===== config.mk =====
export PLATFORM = sky130hd
export DESIGN_NAME = sprite_draw_sequencer_flat
export DESIGN_NICKNAME = d
export VERILOG_FILES = /design/src/rtl/sprite_seq_pkg.sv /design/src/rtl/sprite_draw_sequencer_if.sv /design/src/rtl/next_active_sel.sv /design/src/rtl/sprite_draw_sequencer.sv /design/src/flat_wrapper.sv
export SDC_FILE = /design/constraint.sdc
export NUM_CORES = 1
export LEC_CHECK = 0
export BUFFER_PORTS_ARGS = -buffer_cell sky130_fd_sc_hd__buf_4
export CORE_MARGIN = 10
export CORE_UTILIZATION = 40
export DETAILED_ROUTE_END_ITERATION = 6
export PLACE_DENSITY = 0.67
export SLEW_MARGIN = 20
export SYNTH_ARGS = -nofsm -noshare
export SYNTH_HDL_FRONTEND = slang
export SYNTH_SLANG_ARGS = --single-unit
export TNS_END_PERCENT = 1

===== constraint.sdc =====
create_clock -name clock -period 2.6 [get_ports clock]
set_input_delay 0.13 -clock clock [delete_from_list [all_inputs] [get_ports clock]]
set_output_delay 0.13 -clock clock [all_outputs]
set_load 0.01 [all_outputs]

===== src/rtl/sprite_seq_pkg.sv =====
// Shared types and constants for the sprite draw sequencer.
package sprite_seq_pkg;

    localparam int DEF_X_W     = 9;
    localparam int DEF_Y_W     = 8;
    localparam int DEF_C_W     = 6;
    localparam int DEF_SCORE_W = 12;

    typedef enum logic [2:0] {
        IDLE,
        GRANT,
        GAP,
        DONE,
        HOLD
    } seq_state_t;

    function automatic int clog2(input int v);
        int r;
        r = 0;
        for (int p = 1; p < v; p = p * 2) r++;
        return r;
    endfunction

endpackage


===== src/rtl/sprite_draw_sequencer_if.sv =====
// Channel-side bus between the sequencer and the per-sprite draw engines / VGA port.
interface sprite_draw_sequencer_if
    import sprite_seq_pkg::*;
#(
    parameter int N_CH    = 3,
    parameter int X_W     = DEF_X_W,
    parameter int Y_W     = DEF_Y_W,
    parameter int C_W     = DEF_C_W,
    parameter int SCORE_W = DEF_SCORE_W
);
    logic [N_CH-1:0]              ch_active;
    logic [N_CH-1:0][X_W-1:0]     ch_x_draw;
    logic [N_CH-1:0][Y_W-1:0]     ch_y_draw;
    logic [N_CH-1:0][C_W-1:0]     ch_colour;
    logic [N_CH-1:0]              ch_write;
    logic [N_CH-1:0]              ch_done;
    logic [N_CH-1:0][SCORE_W-1:0] ch_score;
    logic [N_CH-1:0]              ch_draw;
    logic [X_W-1:0]               x_draw;
    logic [Y_W-1:0]               y_draw;
    logic [C_W-1:0]               colour;
    logic                         VGA_write;

    modport master (
        input  ch_active, ch_x_draw, ch_y_draw, ch_colour, ch_write, ch_done, ch_score,
        output ch_draw, x_draw, y_draw, colour, VGA_write
    );

    modport slave (
        output ch_active, ch_x_draw, ch_y_draw, ch_colour, ch_write, ch_done, ch_score,
        input  ch_draw, x_draw, y_draw, colour, VGA_write
    );
endinterface


===== src/rtl/next_active_sel.sv =====
// Priority finder: lowest active channel (start=1) or lowest active channel above cur.
module next_active_sel
    import sprite_seq_pkg::*;
#(
    parameter int N_CH = 3,
    parameter int IW   = (clog2(N_CH) < 1) ? 1 : clog2(N_CH)
) (
    input  logic [N_CH-1:0] ch_active,
    input  logic [IW-1:0]   cur,
    input  logic            start,
    output logic [IW-1:0]   nxt,
    output logic            vld
);
    // Scan downwards so the lowest qualifying index is the last one written.
    always_comb begin
        nxt = '0;
        vld = 1'b0;
        for (int i = N_CH - 1; i >= 0; i--) begin
            if (ch_active[i] && (start || (IW'(i) > cur))) begin
                nxt = IW'(i);
                vld = 1'b1;
            end
        end
    end
endmodule


===== src/rtl/sprite_draw_sequencer.sv =====
// Time-slices the VGA write port across N_CH sprite engines, skipping inactive
// channels, with per-slot timeout and a saturating score total.
module sprite_draw_sequencer
    import sprite_seq_pkg::*;
#(
    parameter int N_CH        = 3,
    parameter int SLOT_CYCLES = 256,
    parameter int X_W         = DEF_X_W,
    parameter int Y_W         = DEF_Y_W,
    parameter int C_W         = DEF_C_W,
    parameter int SCORE_W     = DEF_SCORE_W
) (
    input  logic                   clock,
    input  logic                   resetn,
    input  logic                   init,
    input  logic                   draw,
    sprite_draw_sequencer_if.master bus,
    output logic                   draw_done,
    output logic                   timeout_err,
    output logic [SCORE_W-1:0]     score
);
    localparam int CW = (clog2(SLOT_CYCLES) < 1) ? 1 : clog2(SLOT_CYCLES);
    localparam int IW = (clog2(N_CH) < 1) ? 1 : clog2(N_CH);
    localparam int SW = SCORE_W + clog2(N_CH);
    localparam logic [CW-1:0]      CNT_LAST  = CW'(SLOT_CYCLES - 1);
    localparam logic [SCORE_W-1:0] SCORE_MAX = '1;

    seq_state_t        state;
    logic [IW-1:0]     cur;
    logic [IW-1:0]     nxt;
    logic              nxt_vld;
    logic [CW-1:0]     cnt;
    logic              done_i;
    logic              tmo;
    logic              keep;
    logic [X_W-1:0]    x_n;
    logic [Y_W-1:0]    y_n;
    logic [C_W-1:0]    c_n;
    logic              w_n;
    logic [SW-1:0]     sum;

    next_active_sel #(.N_CH(N_CH), .IW(IW)) u_sel (
        .ch_active (bus.ch_active),
        .cur       (cur),
        .start     (state == IDLE),
        .nxt       (nxt),
        .vld       (nxt_vld)
    );

    // A slot's last cycle (done, timeout or abort) never reaches the VGA port.
    always_comb begin
        done_i = bus.ch_done[cur];
        tmo    = (cnt == CNT_LAST);
        keep   = (state == GRANT) && draw && !done_i && !tmo;
        x_n    = keep ? bus.ch_x_draw[cur] : '0;
        y_n    = keep ? bus.ch_y_draw[cur] : '0;
        c_n    = keep ? bus.ch_colour[cur] : '0;
        w_n    = keep ? bus.ch_write[cur]  : 1'b0;
    end

    always_comb begin
        sum = '0;
        for (int i = 0; i < N_CH; i++) sum = sum + SW'(bus.ch_score[i]);
    end

    always_ff @(posedge clock or negedge resetn) begin
        if (!resetn) begin
            state         <= IDLE;
            cur           <= '0;
            cnt           <= '0;
            bus.ch_draw   <= '0;
            bus.x_draw    <= '0;
            bus.y_draw    <= '0;
            bus.colour    <= '0;
            bus.VGA_write <= 1'b0;
            draw_done     <= 1'b0;
            timeout_err   <= 1'b0;
            score         <= '0;
        end else if (init) begin
            state         <= IDLE;
            cur           <= '0;
            cnt           <= '0;
            bus.ch_draw   <= '0;
            bus.x_draw    <= '0;
            bus.y_draw    <= '0;
            bus.colour    <= '0;
            bus.VGA_write <= 1'b0;
            draw_done     <= 1'b0;
            timeout_err   <= 1'b0;
            score         <= '0;
        end else begin
            bus.x_draw    <= x_n;
            bus.y_draw    <= y_n;
            bus.colour    <= c_n;
            bus.VGA_write <= w_n;
            score         <= (sum > SW'(SCORE_MAX)) ? SCORE_MAX : sum[SCORE_W-1:0];
            case (state)
                IDLE: begin
                    cnt <= '0;
                    if (draw) begin
                        if (nxt_vld) begin
                            state       <= GRANT;
                            cur         <= nxt;
                            bus.ch_draw <= N_CH'(1) << nxt;
                        end else begin
                            state     <= DONE;
                            draw_done <= 1'b1;
                        end
                    end
                end
                GRANT: begin
                    if (!draw) begin
                        state       <= IDLE;
                        bus.ch_draw <= '0;
                        cnt         <= '0;
                    end else if (done_i || tmo) begin
                        state       <= GAP;
                        bus.ch_draw <= '0;
                        cnt         <= '0;
                        // done wins a tie with the timeout
                        if (!done_i) timeout_err <= 1'b1;
                    end else begin
                        cnt <= cnt + 1'b1;
                    end
                end
                GAP: begin
                    cnt <= '0;
                    if (!draw) begin
                        state <= IDLE;
                    end else if (nxt_vld) begin
                        state       <= GRANT;
                        cur         <= nxt;
                        bus.ch_draw <= N_CH'(1) << nxt;
                    end else begin
                        state     <= DONE;
                        draw_done <= 1'b1;
                    end
                end
                DONE: begin
                    draw_done <= 1'b0;
                    state     <= draw ? HOLD : IDLE;
                end
                HOLD: begin
                    if (!draw) state <= IDLE;
                end
                default: begin
                    state       <= IDLE;
                    bus.ch_draw <= '0;
                    draw_done   <= 1'b0;
                end
            endcase
        end
    end
endmodule


===== src/flat_wrapper.sv =====
// flat-port wrapper written by rule: the top's interface ports become plain ports
module sprite_draw_sequencer_flat import sprite_seq_pkg::*;
#(
    parameter int N_CH        = 3,
    parameter int SLOT_CYCLES = 256,
    parameter int X_W         = DEF_X_W,
    parameter int Y_W         = DEF_Y_W,
    parameter int C_W         = DEF_C_W,
    parameter int SCORE_W     = DEF_SCORE_W
)
  (clock, resetn, init, draw, draw_done, timeout_err, score, bus_ch_active, bus_ch_x_draw, bus_ch_y_draw, bus_ch_colour, bus_ch_write, bus_ch_done, bus_ch_score, bus_ch_draw, bus_x_draw, bus_y_draw, bus_colour, bus_VGA_write);
  sprite_draw_sequencer_if #(.N_CH(N_CH), .X_W(X_W), .Y_W(Y_W), .C_W(C_W), .SCORE_W(SCORE_W)) bus_i ();
  input  logic clock;
  input  logic resetn;
  input  logic init;
  input  logic draw;
  output logic draw_done;
  output logic timeout_err;
  output logic [SCORE_W-1:0] score;
  input wire logic [$bits(bus_i.ch_active)-1:0] bus_ch_active;
  input wire logic [$bits(bus_i.ch_x_draw)-1:0] bus_ch_x_draw;
  input wire logic [$bits(bus_i.ch_y_draw)-1:0] bus_ch_y_draw;
  input wire logic [$bits(bus_i.ch_colour)-1:0] bus_ch_colour;
  input wire logic [$bits(bus_i.ch_write)-1:0] bus_ch_write;
  input wire logic [$bits(bus_i.ch_done)-1:0] bus_ch_done;
  input wire logic [$bits(bus_i.ch_score)-1:0] bus_ch_score;
  output wire logic [$bits(bus_i.ch_draw)-1:0] bus_ch_draw;
  output wire logic [$bits(bus_i.x_draw)-1:0] bus_x_draw;
  output wire logic [$bits(bus_i.y_draw)-1:0] bus_y_draw;
  output wire logic [$bits(bus_i.colour)-1:0] bus_colour;
  output wire logic [$bits(bus_i.VGA_write)-1:0] bus_VGA_write;
  assign bus_i.ch_active = bus_ch_active;
  assign bus_i.ch_x_draw = bus_ch_x_draw;
  assign bus_i.ch_y_draw = bus_ch_y_draw;
  assign bus_i.ch_colour = bus_ch_colour;
  assign bus_i.ch_write = bus_ch_write;
  assign bus_i.ch_done = bus_ch_done;
  assign bus_i.ch_score = bus_ch_score;
  assign bus_ch_draw = bus_i.ch_draw;
  assign bus_x_draw = bus_i.x_draw;
  assign bus_y_draw = bus_i.y_draw;
  assign bus_colour = bus_i.colour;
  assign bus_VGA_write = bus_i.VGA_write;
  sprite_draw_sequencer #(.N_CH(N_CH), .SLOT_CYCLES(SLOT_CYCLES), .X_W(X_W), .Y_W(Y_W), .C_W(C_W), .SCORE_W(SCORE_W)) u_core (.clock(clock), .resetn(resetn), .init(init), .draw(draw), .bus(bus_i), .draw_done(draw_done), .timeout_err(timeout_err), .score(score));
endmodule

Word-level counts from Yosys, hierarchy flattened
Cells that the tools add are included.
- eq/ne operators: 14
- shift-type cells: 1
- mux-type cells: 58
- magnitude comparators: 5
- $add $sub $neg: 3
- reduce and logical (&&, ||, !) cells: 27
- operators with widths (operator ; number):
    8-bit 2-to-1 mux ; 6
    3-bit 2-to-1 mux ; 12
    9-bit 2-to-1 mux ; 3
    12-bit 2-to-1 mux ; 2
    9-bit binary-select mux with 2-bit select ; 1
    6-bit 2-to-1 mux ; 3
    8-bit binary-select mux with 2-bit select ; 1
    2-bit 2-to-1 mux ; 8
    8-bit one-hot mux with 2 select lines ; 1
    1-bit 2-to-1 mux ; 15
    3-bit one-hot mux with 5 select lines ; 1
    14-bit by 12-bit adder with 14-bit output ; 1
    14-bit by 12-bit > comparator with 1-bit output, second input constant ; 1
    12-bit by 12-bit adder with 13-bit output ; 1
    6-bit binary-select mux with 2-bit select ; 1
    2-bit nonzero test ; 5
    3-bit != test, second input constant ; 3
    3-bit one-hot mux with 3 select lines ; 1
    3-bit AND reduction ; 3
    8-bit by 1-bit adder with 8-bit output, second input constant ; 1
    8-bit equality test, second input constant ; 1
    4-bit AND reduction ; 2
    3-bit by 2-bit equality test with 1-bit output, second input constant ; 2
    1-bit logical AND ; 6
    17 further kinds ; 27
- logic and storage cells: 119
- output and inout port bits: 41
- flip-flop bits (word level): 54

Longest topological paths before layout
Gate-level depths: netlist (run 1).
- depth after elaboration: 11
- depth in mapped cells: 16
- depth with buffers taken out: 15

Cells and area by module
Synthesis (run 1) repeated with hierarchy kept, for this count alone.
- cells, all modules: 364
- area, all modules: 3494.6 µm²
- by module, submodules not included (module ; times used ; seq. area each (µm²) ; cells an instance ; area each (µm²)):
    sprite_draw_sequencer ; 1 ; 1351.3 ; 353 ; 3432.0
    next_active_sel ; 1 ; 0.0 ; 11 ; 62.6

Worst setup path before layout (run 1)
OpenSTA, ideal clock, no wires.
- path type: input to register
- from: input port bus_ch_score[0]
- to: register u_core.score[4]
- arrival: 2.860 ns
- cell stages on the path: 16
- slack: -0.402 ns
- buffers on the path: 1
- path through: ha_1 > inv_1 > fa_1 > nand2b_1 > a21oi_1 > nor2b_1 > o21ai_0 > xnor2_1 > ha_1 > a21oi_1 > o21ai_1 > a2111oi_4 > nor3_2 > nor3_2 > buf_4 > o221ai_1
- longest elaborated chain between the ends: 5
- RTL lines (element ; line ; source):
    start, declared ; flat_wrapper.sv:26 ; input wire logic [$bits(bus_i.ch_score)-1:0] bus_ch_score;
    12-bit by 12-bit adder with 13-bit output * ; sprite_draw_sequencer.sv:63 ; for (int i = 0; i < N_CH; i++) sum = sum + SW'(bus.ch_score[i]);
    14-bit by 12-bit adder with 14-bit output * ; sprite_draw_sequencer.sv:63 ;
    14-bit by 12-bit > comparator with 1-bit output ; sprite_draw_sequencer.sv:96 ; score <= (sum > SW'(SCORE_MAX)) ? SCORE_MAX : sum[SCORE_W-1:0];
    12-bit 2-to-1 mux * ; sprite_draw_sequencer.sv:96 ;
    12-bit 2-to-1 mux * ; sprite_draw_sequencer.sv:79 ; end else if (init) begin
    end signal, assigned ; sprite_draw_sequencer.sv:96 ;
    end, declared ; sprite_draw_sequencer.sv:20 ; output logic [SCORE_W-1:0] score
Every way passes the cells marked *; elsewhere a longest branch is shown, timed or not.
A chain may end at the register's enable or synchronous reset.

Worst setup path in the final report (run 1)
Ends and elaborated chain as after synthesis.

==> results of run 1 <==
critical path, delay by kind of cell:
kind                     cells  cell delay, ns
adder cells (fa/ha/maj)      3            0.81
XOR/XNOR                     1            0.13
buffers and inverters        3            0.31
AND/OR/NAND/NOR              3            0.52
AO/OA/AOI/OAI                6            0.89
worst max path at each step:
| stage | start | to | depth (start not counted) |
|---|---|---|---|
| after floorplan | bus_ch_score[0] | u_core.score[4] | 15 |
| after global placement | bus_ch_score[0] | u_core.score[2] | 16 |
| after detailed placement | bus_ch_score[0] | u_core.score[1] | 17 |
| after CTS | bus_ch_score[3] | u_core.score[1] | 14 |
| after global routing | bus_ch_score[3] | u_core.score[4] | 16 |
| final | bus_ch_score[0] | u_core.score[4] | 16 |
through the flow:
step                      cell area, um^2  utilization [%]  worst slack, ns  setup TNS (ns)  hold WS (ns)
after global placement               5520             59.4           -0.352           -3.79         0.209
after floorplan                      3880                -           -0.171           -1.66        -0.166
after global routing                 5720             61.6           -0.155           -1.55        0.0466
after detailed placement             5520             59.4           -0.425           -4.57         0.217
final                                5720             61.6          -0.0156         -0.0253        0.0545
after CTS                            5680             61.2         0.000676               0        0.0567
timing repair:
action	CTS	global route
pin swaps	17	12
cloned	1	0
setup buffers	1	0
hold buffers	1	0
gates resized for setup	15	10
setup endpoints to repair	12	12
hold endpoints to repair	54	0
layout make-up:
| cell class | count | area [um^2] |
|---|---|---|
| repair buffers | 211 | 1600 |
| flip-flops and latches | 54 | 1350 |
| clock buffers | 6 | 72.6 |
| well taps | 129 | 161 |
| clock inverters | 1 | 7.51 |
| fillers | 808 | 3570 |
| inverters | 13 | 48.8 |
| multi-input cells | 325 | 2480 |
sequential cells by signal (all words and copies together), names as in the netlist:
name,flops
u_core.bus.VGA_write,1
u_core.bus.ch_draw,3
u_core.bus.colour,6
u_core.bus.x_draw,9
u_core.bus.y_draw,8
u_core.cnt,8
u_core.cur,2
u_core.draw_done,1
u_core.score,12
u_core.state,3
u_core.timeout_err,1
cell usage in the layout (no fill, tap or decap), types with 7 or more instances in the layout:
master   count
buf_4      207
ha_1        25
nor2b_1      8
xnor2_1     11
nand2_1     14
a21oi_1     34
o21ai_0     18
nand3_1      7
xor2_1       7
inv_1       12
a21oi_2     11
dfrtp_1     54
mux2i_1     27
nor2_1      66
kinds of logic (layout without fill, tap and decap cells):
| group | count (synthesis) | after routing | synth area share (%) |
|---|---|---|---|
| and+or+nand+nor | 126 | 126 | 16.1 |
| xor gates and xnor gates | 19 | 19 | 4.36 |
| muxes | 30 | 30 | 8.12 |
| adders and majority gates | 28 | 28 | 9.56 |
| AOI/OAI and AO/OA | 122 | 122 | 22.7 |
| DFF | 54 | 54 | 35.4 |
| buffers and inverters | 32 | 231 | 3.83 |
routing by layer:
layer / track usage (%) / wire length [um]
met5: 0 / 0
met4: 3.01 / 89
met3: 4.17 / 739
met2: 29.2 / 5860
met1: 23.0 / 5760
power by group through the flow:
stage,sequential (mW),combinational [mW],clock [mW]
CTS,0.948,1.34,0.459
floorplan,0.983,0.673,0
detailed placement,0.965,1.30,0
global placement,0.965,1.28,0
finish,0.945,1.36,0.448
global route,0.953,1.49,0.502
==> flow_summary.yaml, run 1 <==
run_status:
  status: "finished with violations"
  violations: "setup timing"
synthesis:
  netlist-cell-type-count: 68
  syn_inst: 411
  synth.most_common_cell: "nor2_1"
  synth_warnings: 0
  seq_area_frac_synth_pct: 35.4
  netlist.area_leader.share_pct: 35.4
  synth-main-ff-cell: "dfrtp_1"
  synth_edf_count: 0
  syn_nets: 557
  ys_seq_elements: 54
  yosys-top-cells-count: "nor2_1, dfrtp_1, a21oi_1, mux2i_1, ha_1"
  synth_area_per_cell_um2: 9.29
  yosys.area.top_type: "dfrtp_1"
  netlist_top_cells_area: "dfrtp_1, ha_1, mux2i_1, nor2_1, a21oi_1"
  synthArstFlopShare_pct: 100
  syn_area_mm2: 0.00382
power:
  p_leak_nw: 2.74
  seqPwrFrac_pct: 34.4
  power_density_mw_per_mm2: 481
  power_mw: 2.75
  clockPowerShare_pct: 16.3
  power_frac_comb_pct: 49.3
  switching_share_pct: 34.2
  p_sw_mw: 0.942
  internal_power_mw: 1.81
  ir_drop_mv: 0.257
finish:
  final_nets: 756
  drive_gt1_share_pct: 44.1
  final_cell_count_no_fill: 739
  diodes: 0
  syn2layout_area_growth_pct: 49.7
timing:
  slew_violations: 0
  finalHoldViolCount: 0
  worstMarginPinSlew_ns: 0.674
  setup_violations: 4
  max_freq_ghz: 0.382
  clock_skew_ns: 0.00690
  slew_headroom_pct: 55.1
  timing.final.crit_share_pct: 101
  fin_ws_ns: -0.0156
  rsz0062_at_grt: "true"
  min_period_ns: 2.62
route:
  route.detailed.drc: 0
  routedWlPerCell_um: 16.8
  routed_wl_mm: 12.4
  firstDrtPassIters: 4
  ant_nets: 0
  vias: 3719
  drt_iter0_markers: 253
  viasPerCell: 5.03
placement:
  port_buffers: 158
  place_congestion: 0.848
  dp.cells: 730
  dpl.hpwl_mm: 10.2
worst_setup_path:
  slowest_stage: "ha_1"
  regToRegStartpoint: "u_core.state[2]"
  cp.arrival_ns: 2.79
  r2r-end: "u_core.bus.ch_draw[0]"
  startpoint_type: "input pin"
  max_stage_delay_ns: 0.35
  r2r_slack_ns: 0.43
  cp_max_fo: 6
  cp.required_ns: 2.77
  rr_worst_depth: 6
  path_cells: "buf_4 -> ha_4 -> inv_2 -> fa_2 -> nand2b_4 -> a21oi_4 -> nor2b_2 -> xnor2_2 -> ha_1 -> o21a_1 -> o211ai_1 -> a21oi_2 -> o311ai_4 -> nor3_2 -> buf_6 -> o221ai_2"
  endpoint_kind: "flop"
  path_class: "input pin to flop"
floorplan:
  io_pins: 159
  die_w_um: 118
  fp.dieH_um: 118
  start_util_pct: 41.1
  fp-row-count: 35
  core_mm2: 0.00928
  die-area_mm2: 0.0139
worst_hold_path:
  min_to: "u_core.bus.x_draw[7]"
  hold_path.class: "input pin to flop"
  hold_depth: 3
  hold_start: "bus_ch_x_draw[16]"
clock_network:
  h-tree-depth: 2
  clk_pin_slew_ns: 0.10
  numCtsBuffers: 5
  cts_root_buf: "clkbuf_8"
  clk_path_buf_depth: 2
  clk_latency_ns: 0.31
  cts_sinks: 54
  cts_tree: "built"
global_routing:
  grt_first_pass_wirelength_mm: 20.7
  antenna_found_initial: 0
  grt_use_total_pct: 17.6
  overflow: 0
  grt_max_degree: 55
  grt_pass1_vias: 3833
run:
  drv_cap: 0
Note: power is estimated with default switching activity, not from simulation.
==> inputs of run 2 (changes only) <==
--- a/config.mk
+++ b/config.mk
@@ -9,9 +9,10 @@
 export CORE_MARGIN = 10
 export CORE_UTILIZATION = 40
 export DETAILED_ROUTE_END_ITERATION = 6
-export PLACE_DENSITY = 0.67
+export PLACE_DENSITY = 0.68
 export SLEW_MARGIN = 20
 export SYNTH_ARGS = -nofsm -noshare
 export SYNTH_HDL_FRONTEND = slang
+export SYNTH_HIERARCHICAL = 1
 export SYNTH_SLANG_ARGS = --single-unit
 export TNS_END_PERCENT = 1
==> constraint.sdc (replaced) <==
create_clock -name clock -period 3 [get_ports clock]
set_input_delay 0.15 -clock clock [delete_from_list [all_inputs] [get_ports clock]]
set_output_delay 0.15 -clock clock [all_outputs]
set_load 0.01 [all_outputs]
==> run 2 against run 1 <==
- the flow now finishes without violations
- combinational power down 52%
- register-to-register slack improved by 0.17 ns
- synthesized cell count decreased by 11%
- power decreased by 28%
- utilization fell by 5.1 points
- non-clock buffer count fell by 48
- setup slack improved by 0.49 ns
- highest routed layer unchanged
- wire length shrank 22%
- clock-buffer cell count unchanged
- cell count fell by 16%
- die area fell by 7.1%
==> flow_summary.yaml, run 2 <==
synthesis:
  synth_edf_count: 0
  netlist.area_leader.share_pct: 38.7
  synth-main-ff-cell: "dfrtp_1"
  netlist_top_cells_area: "dfrtp_1, fa_1, mux2i_1, a21oi_1, nor2_1"
  seq_area_frac_synth_pct: 38.7
  synth.most_common_cell: "dfrtp_1"
  synth_warnings: 6
  syn_area_mm2: 0.00349
  netlist-cell-type-count: 46
  yosys.area.top_type: "dfrtp_1"
  synth_area_per_cell_um2: 9.60
  syn_inst: 364
  ys_seq_elements: 54
  synthArstFlopShare_pct: 100
  yosys-top-cells-count: "dfrtp_1, nor2_1, a21oi_1, mux2i_1, o21ai_0"
  syn_nets: 507
clock_network:
  numCtsBuffers: 5
  cts_sinks: 54
  cts_setup_buffers: 0
  clk_latency_ns: 0.31
  cts_root_buf: "clkbuf_8"
  cts_resized: 0
  h-tree-depth: 2
  clk_path_buf_depth: 2
  cts_hold_buf: 1
  clk_pin_slew_ns: 0.10
  cts_tree: "built"
global_routing:
  grt_first_pass_wirelength_mm: 15.8
  antenna_found_initial: 0
  grt_pass1_vias: 3190
  grt_max_degree: 55
  overflow: 0
  grt_use_total_pct: 14.6
power:
  ir_drop_mv: 0.189
  power_density_mw_per_mm2: 407
  p_leak_nw: 2.39
  power_mw: 1.97
worst_setup_path:
  cp_max_fo: 3
  path_class: "input pin to flop"
  rr_worst_depth: 7
  path_cells: "buf_4 -> inv_1 -> fa_1 -> inv_1 -> ha_1 -> inv_1 -> fa_1 -> nand2b_1 -> a21oi_1 -> o211ai_1 -> or4b_2 -> o2111ai_1"
  cp.arrival_ns: 2.75
  slowest_stage: "or4b_2"
  cp.required_ns: 3.22
  startpoint_type: "input pin"
  max_stage_delay_ns: 0.63
  endpoint_kind: "flop"
  crit_path_frequent_cell: "inv_1"
finish:
  diodes: 0
  regMostFlops: "u_core/score"
  drive_gt1_share_pct: 37.4
  layout_common_cells: "buf_4, dfrtp_1, nor2_1, a21oi_1"
  final_nets: 656
  syn2layout_area_growth_pct: 38.8
  final_cell_count_no_fill: 622
  fin_util_pct: 56.5
  reg.largest.list: "u_core/score (12), u_core/bus.x_draw (9)"
  final_common_cell: "buf_4"
  largest_reg_flops: 12
floorplan:
  io_pins: 159
  fp.dieH_um: 113
  fp-row-count: 34
  core_mm2: 0.00859
  start_util_pct: 40.7
  die-area_mm2: 0.0129
  die_w_um: 113
route:
  ant_nets: 0
  firstDrtPassIters: 4
  vias: 3122
  route.detailed.drc: 0
  viasPerCell: 5.02
  routed_wl_mm: 9.76
  drt_iter0_markers: 123
  routedWlPerCell_um: 15.7
run:
  drv_cap: 0
timing:
  rsz0062_at_grt: "false"
  holdWs_ns: 0.0732
  max_freq_ghz: 0.396
  min_period_ns: 2.53
  timing.final.crit_share_pct: 84.2
  slew_headroom_pct: 55.3
  setup_tns_ns: 0
  finalHoldViolCount: 0
  worstMarginPinSlew_ns: 0.670
  clock_skew_ns: 0.00850
  setup_violations: 0
  slew_violations: 0
worst_hold_path:
  hold_path.class: "input pin to flop"
  hold_depth: 3
placement:
  place_congestion: 0.777
  dp.cells: 613
  dpl.hpwl_mm: 8.07
  port_buffers: 158
run_status:
  status: "completed"
-- run 2: path summary, 6_finish.rpt --
kind / slack, ns / to / start
max: 0.47 / u_core/score[11] / bus_ch_score[1]
min: 0.07 / u_core/bus.x_draw[3] / bus_ch_x_draw[12]
min in group asynchronous: 0.41 / u_core/bus.x_draw[8] / resetn
max reg2reg: 0.60 / u_core/bus.ch_draw[2] / u_core/state[0]
min reg2reg: 0.51 / u_core/cnt[1] / u_core/cnt[1]
max in group asynchronous: 2.13 / u_core/timeout_err / resetn
-- run 2: metrics by stage --
stage / area [um^2] / setup slack, ns
detailed placement: 4720 / 0.150
global placement: 4720 / 0.215
global route: 4850 / 0.309
finish: 4850 / 0.473
floorplan: 3490 / 0.453
CTS: 4850 / 0.477
-- run 2: metal layers --
layer	GRT usage, %	vias to the layer above	wire length (um)
met3	5.46	4	809
li1	-	1546	-
met2	25.1	106	4870
met4	2.03	0	40
met1	17.4	1466	4040
met5	0	-	0
-- run 2: worst max-delay path, delay by kind of cell --
family | cells | cell delay (ns)
AND/OR/NAND/NOR | 2 | 0.80
AO/OA/AOI/OAI | 3 | 0.53
buffers and inverters | 4 | 0.24
adder cells (fa/ha/maj) | 3 | 1.02
-- run 2: cell families after synthesis --
logic type,Yosys count,synth area share (%)
buffers and inverters,42,5.87
AND/OR/NAND/NOR,109,16.8
XOR/XNOR,8,2.01
adder cells (fa/ha/maj),25,11.7
multiplexers,30,8.81
flip-flops,54,38.7
AO/OA/AOI/OAI,96,16.1
-- run 2: cell type report --
type / instances / area [um^2]
clock buffers: 6 / 82.6
clock inverters: 2 / 38.8
fillers: 790 / 3740
inverters: 21 / 78.8
multi-input cells: 268 / 1940
flip-flops and latches: 54 / 1350
well taps: 108 / 135
repair buffers: 163 / 1230
-- run 2: where the power goes --
group / total, mW / leakage, nW / switching (mW) / internal (mW)
registers: 0.806 / 0.721 / 0.0263 / 0.780
logic: 0.656 / 1.60 / 0.326 / 0.330
clock network: 0.512 / 0.0618 / 0.238 / 0.275
==> inputs of run 3 (changes only) <==
--- a/config.mk
+++ b/config.mk
@@ -9,7 +9,7 @@
 export CORE_MARGIN = 10
 export CORE_UTILIZATION = 40
 export DETAILED_ROUTE_END_ITERATION = 6
-export PLACE_DENSITY = 0.68
+export PLACE_DENSITY = 0.71
 export SLEW_MARGIN = 20
 export SYNTH_ARGS = -nofsm -noshare
 export SYNTH_HDL_FRONTEND = slang
==> constraint.sdc (replaced) <==
create_clock -name clock -period 2.1 [get_ports clock]
set_input_delay 0.105 -clock clock [delete_from_list [all_inputs] [get_ports clock]]
set_output_delay 0.105 -clock clock [all_outputs]
set_load 0.01 [all_outputs]
==> run 3 against run 2 <==
- setup slack got worse by 0.46 ns
- sequential share of layout area decreased by 1.2 points
- final area increased by 4.6%
- die area unchanged
- global-route usage increased by 0.23 points
- critical path type unchanged
- critical endpoint unchanged
==> flow_summary.yaml, run 3 (synthesis results as in run 2) <==
worst_setup_path:
  crit_cells: 12
  crit_path_frequent_cell: "inv_2"
  endpoint_kind: "flop"
  startpoint_type: "input pin"
  cp.arrival_ns: 2.31
  max_stage_delay_ns: 0.50
  cp.buffers_inverters: 4
  path_delay_family: "adder cells"
  r2r-end: "u_core/cnt[7]"
  slowest_stage: "or4b_4"
  cp-endpoint: "u_core/score[11]"
  cp.required_ns: 2.32
  path_cells: "buf_6 -> inv_2 -> fa_1 -> inv_1 -> ha_2 -> inv_2 -> fa_2 -> nand2b_4 -> a21oi_4 -> o211ai_1 -> or4b_4 -> o2111ai_2"
  cp_max_fo: 3
  startpoint: "bus_ch_score[25]"
  path_class: "input pin to flop"
  regToRegStartpoint: "u_core/cnt[0]"
  rr_worst_depth: 7
  r2r_slack_ns: 0.12
timing:
  setup_tns_ns: 0
  finalHoldViolCount: 0
  max_freq_ghz: 0.478
  rsz0062_at_grt: "true"
  timing.final.crit_share_pct: 99.6
  setup_violations: 0
  worstMarginPinSlew_ns: 0.674
  clock_skew_ns: 0.00703
  min_period_ns: 2.09
  slew_headroom_pct: 55.0
  slew_violations: 0
run:
  drv_cap: 0
finish:
  regMostFlops: "u_core/score"
  diodes: 0
  reg.largest.list: "u_core/score (12), u_core/bus.x_draw (9)"
  syn2layout_area_growth_pct: 45.2
  layout_common_cells: "buf_4, dfrtp_1, nor2_1, a21oi_1, mux2i_1"
  fillers: 763
  drive_gt1_share_pct: 42.5
  fin_util_pct: 59.0
  final_common_cell: "buf_4"
  final_nets: 681
  largest_reg_flops: 12
clock_network:
  h-tree-depth: 2
  numCtsBuffers: 5
  clk_latency_ns: 0.30
  cts_root_buf: "clkbuf_8"
  clk_path_buf_depth: 2
  clk_pin_slew_ns: 0.10
  cts_sinks: 54
  cts_tree: "built"
route:
  route.detailed.drc: 0
  viasPerCell: 4.99
  ant_nets: 0
  firstDrtPassIters: 4
  drt_iter0_markers: 165
  routedWlPerCell_um: 15.6
  routed_wl_mm: 10.1
  vias: 3227
global_routing:
  antenna_found_initial: 0
  grt_pass1_vias: 3391
  overflow: 0
  grt_max_degree: 55
  grt_first_pass_wirelength_mm: 16.2
  grt_use_total_pct: 14.9
power:
  ir_drop_mv: 0.326
  power_density_mw_per_mm2: 557
  p_leak_nw: 2.51
  power_mw: 2.83
worst_hold_path:
  hold_path.class: "input pin to flop"
placement:
  port_buffers: 158
  place_congestion: 0.806
  dpl.hpwl_mm: 8.37
floorplan:
  fp-row-count: 34
  start_util_pct: 40.7
  core_mm2: 0.00859
  die-area_mm2: 0.0129
  die_w_um: 113
  io_pins: 159
  fp.dieH_um: 113
run_status:
  status: "completed"
==> run 3: cell count changes in the layout (fill, tap and decap cells not counted), sizes merged <==
cell,change
buf,+25
clkbuf,-1
bufinv,-1
clkinv,+2
==> run 3: worst min path at each step <==
stage | startpoint | end | slack, ns | cells after the start
after CTS | bus_ch_x_draw[10] | u_core/bus.x_draw[1] | 0.03 | 3
final | bus_ch_x_draw[17] | u_core/bus.x_draw[8] | 0.04 | 3
after detailed placement | resetn | u_core/bus.VGA_write | 0.19 | 1
after global routing | bus_ch_y_draw[15] | u_core/bus.y_draw[7] | 0.04 | 3
after global placement | resetn | u_core/cur[0] | 0.19 | 1
after floorplan | resetn | u_core/bus.VGA_write | -0.19 | 0
==> run 3: through the flow <==
| stage | setup WS, ns | instances | hold WS [ns] | area [um^2] |
|---|---|---|---|---|
| 6_report | 0.00874 | 647 | 0.0366 | 5070 |
| 2_1_floorplan | -0.218 | 364 | -0.191 | 3520 |
| 3_5_place_dp | -0.443 | 637 | 0.192 | 4930 |
| 5_1_grt | -0.0833 | 647 | 0.0425 | 5070 |
| 4_1_cts | -0.0586 | 646 | 0.0313 | 5060 |
| 3_3_place_gp | -0.352 | 637 | 0.185 | 4930 |
==> run 3: routing by layer <==
metal	up-vias	GRT usage (%)	routed length, um
li1	1596	-	-
met1	1523	16.9	3960
met2	104	26.8	5220
met3	4	5.14	862
met4	0	2.03	28
met5	-	0	0
==> run 3: what timing repair did <==
action                                 in CTS  in global routing
setup buffers                               0                  1
pin swaps                                   5                  3
hold buffers                                1                  0
endpoints found under the hold margin      54                  0
setup endpoints to repair                  12                 13
gates resized for setup                     8                  3
cloned                                      0                  0
==> run 3: cell type report <==
type | instances | area, um^2 | area share (%)
multi-input cells | 268 | 1990 | 39.1
clock buffers | 5 | 68.8 | 1.36
repair buffers | 188 | 1430 | 28.3
flip-flops and latches | 54 | 1350 | 26.7
clock inverters | 3 | 18.8 | 0.370
inverters | 21 | 78.8 | 1.55
well taps | 108 | 135 | 2.66
==> run 3: report_power, final <==
group / leakage (nW) / internal (mW) / switching [mW]
combinational: 1.74 / 0.588 / 0.514
clock: 0.0483 / 0.235 / 0.335
sequential: 0.719 / 1.11 / 0.0411
==> run 3: worst register-to-register path: cells and delay by family (launching register included) <==
family / cells / cell delay [ns]
AND/OR/NAND/NOR: 2 / 0.42
buffers and inverters: 1 / 0.20
AO/OA/AOI/OAI: 3 / 0.66
flip-flops: 1 / 0.41
adder cells (fa/ha/maj): 1 / 0.23
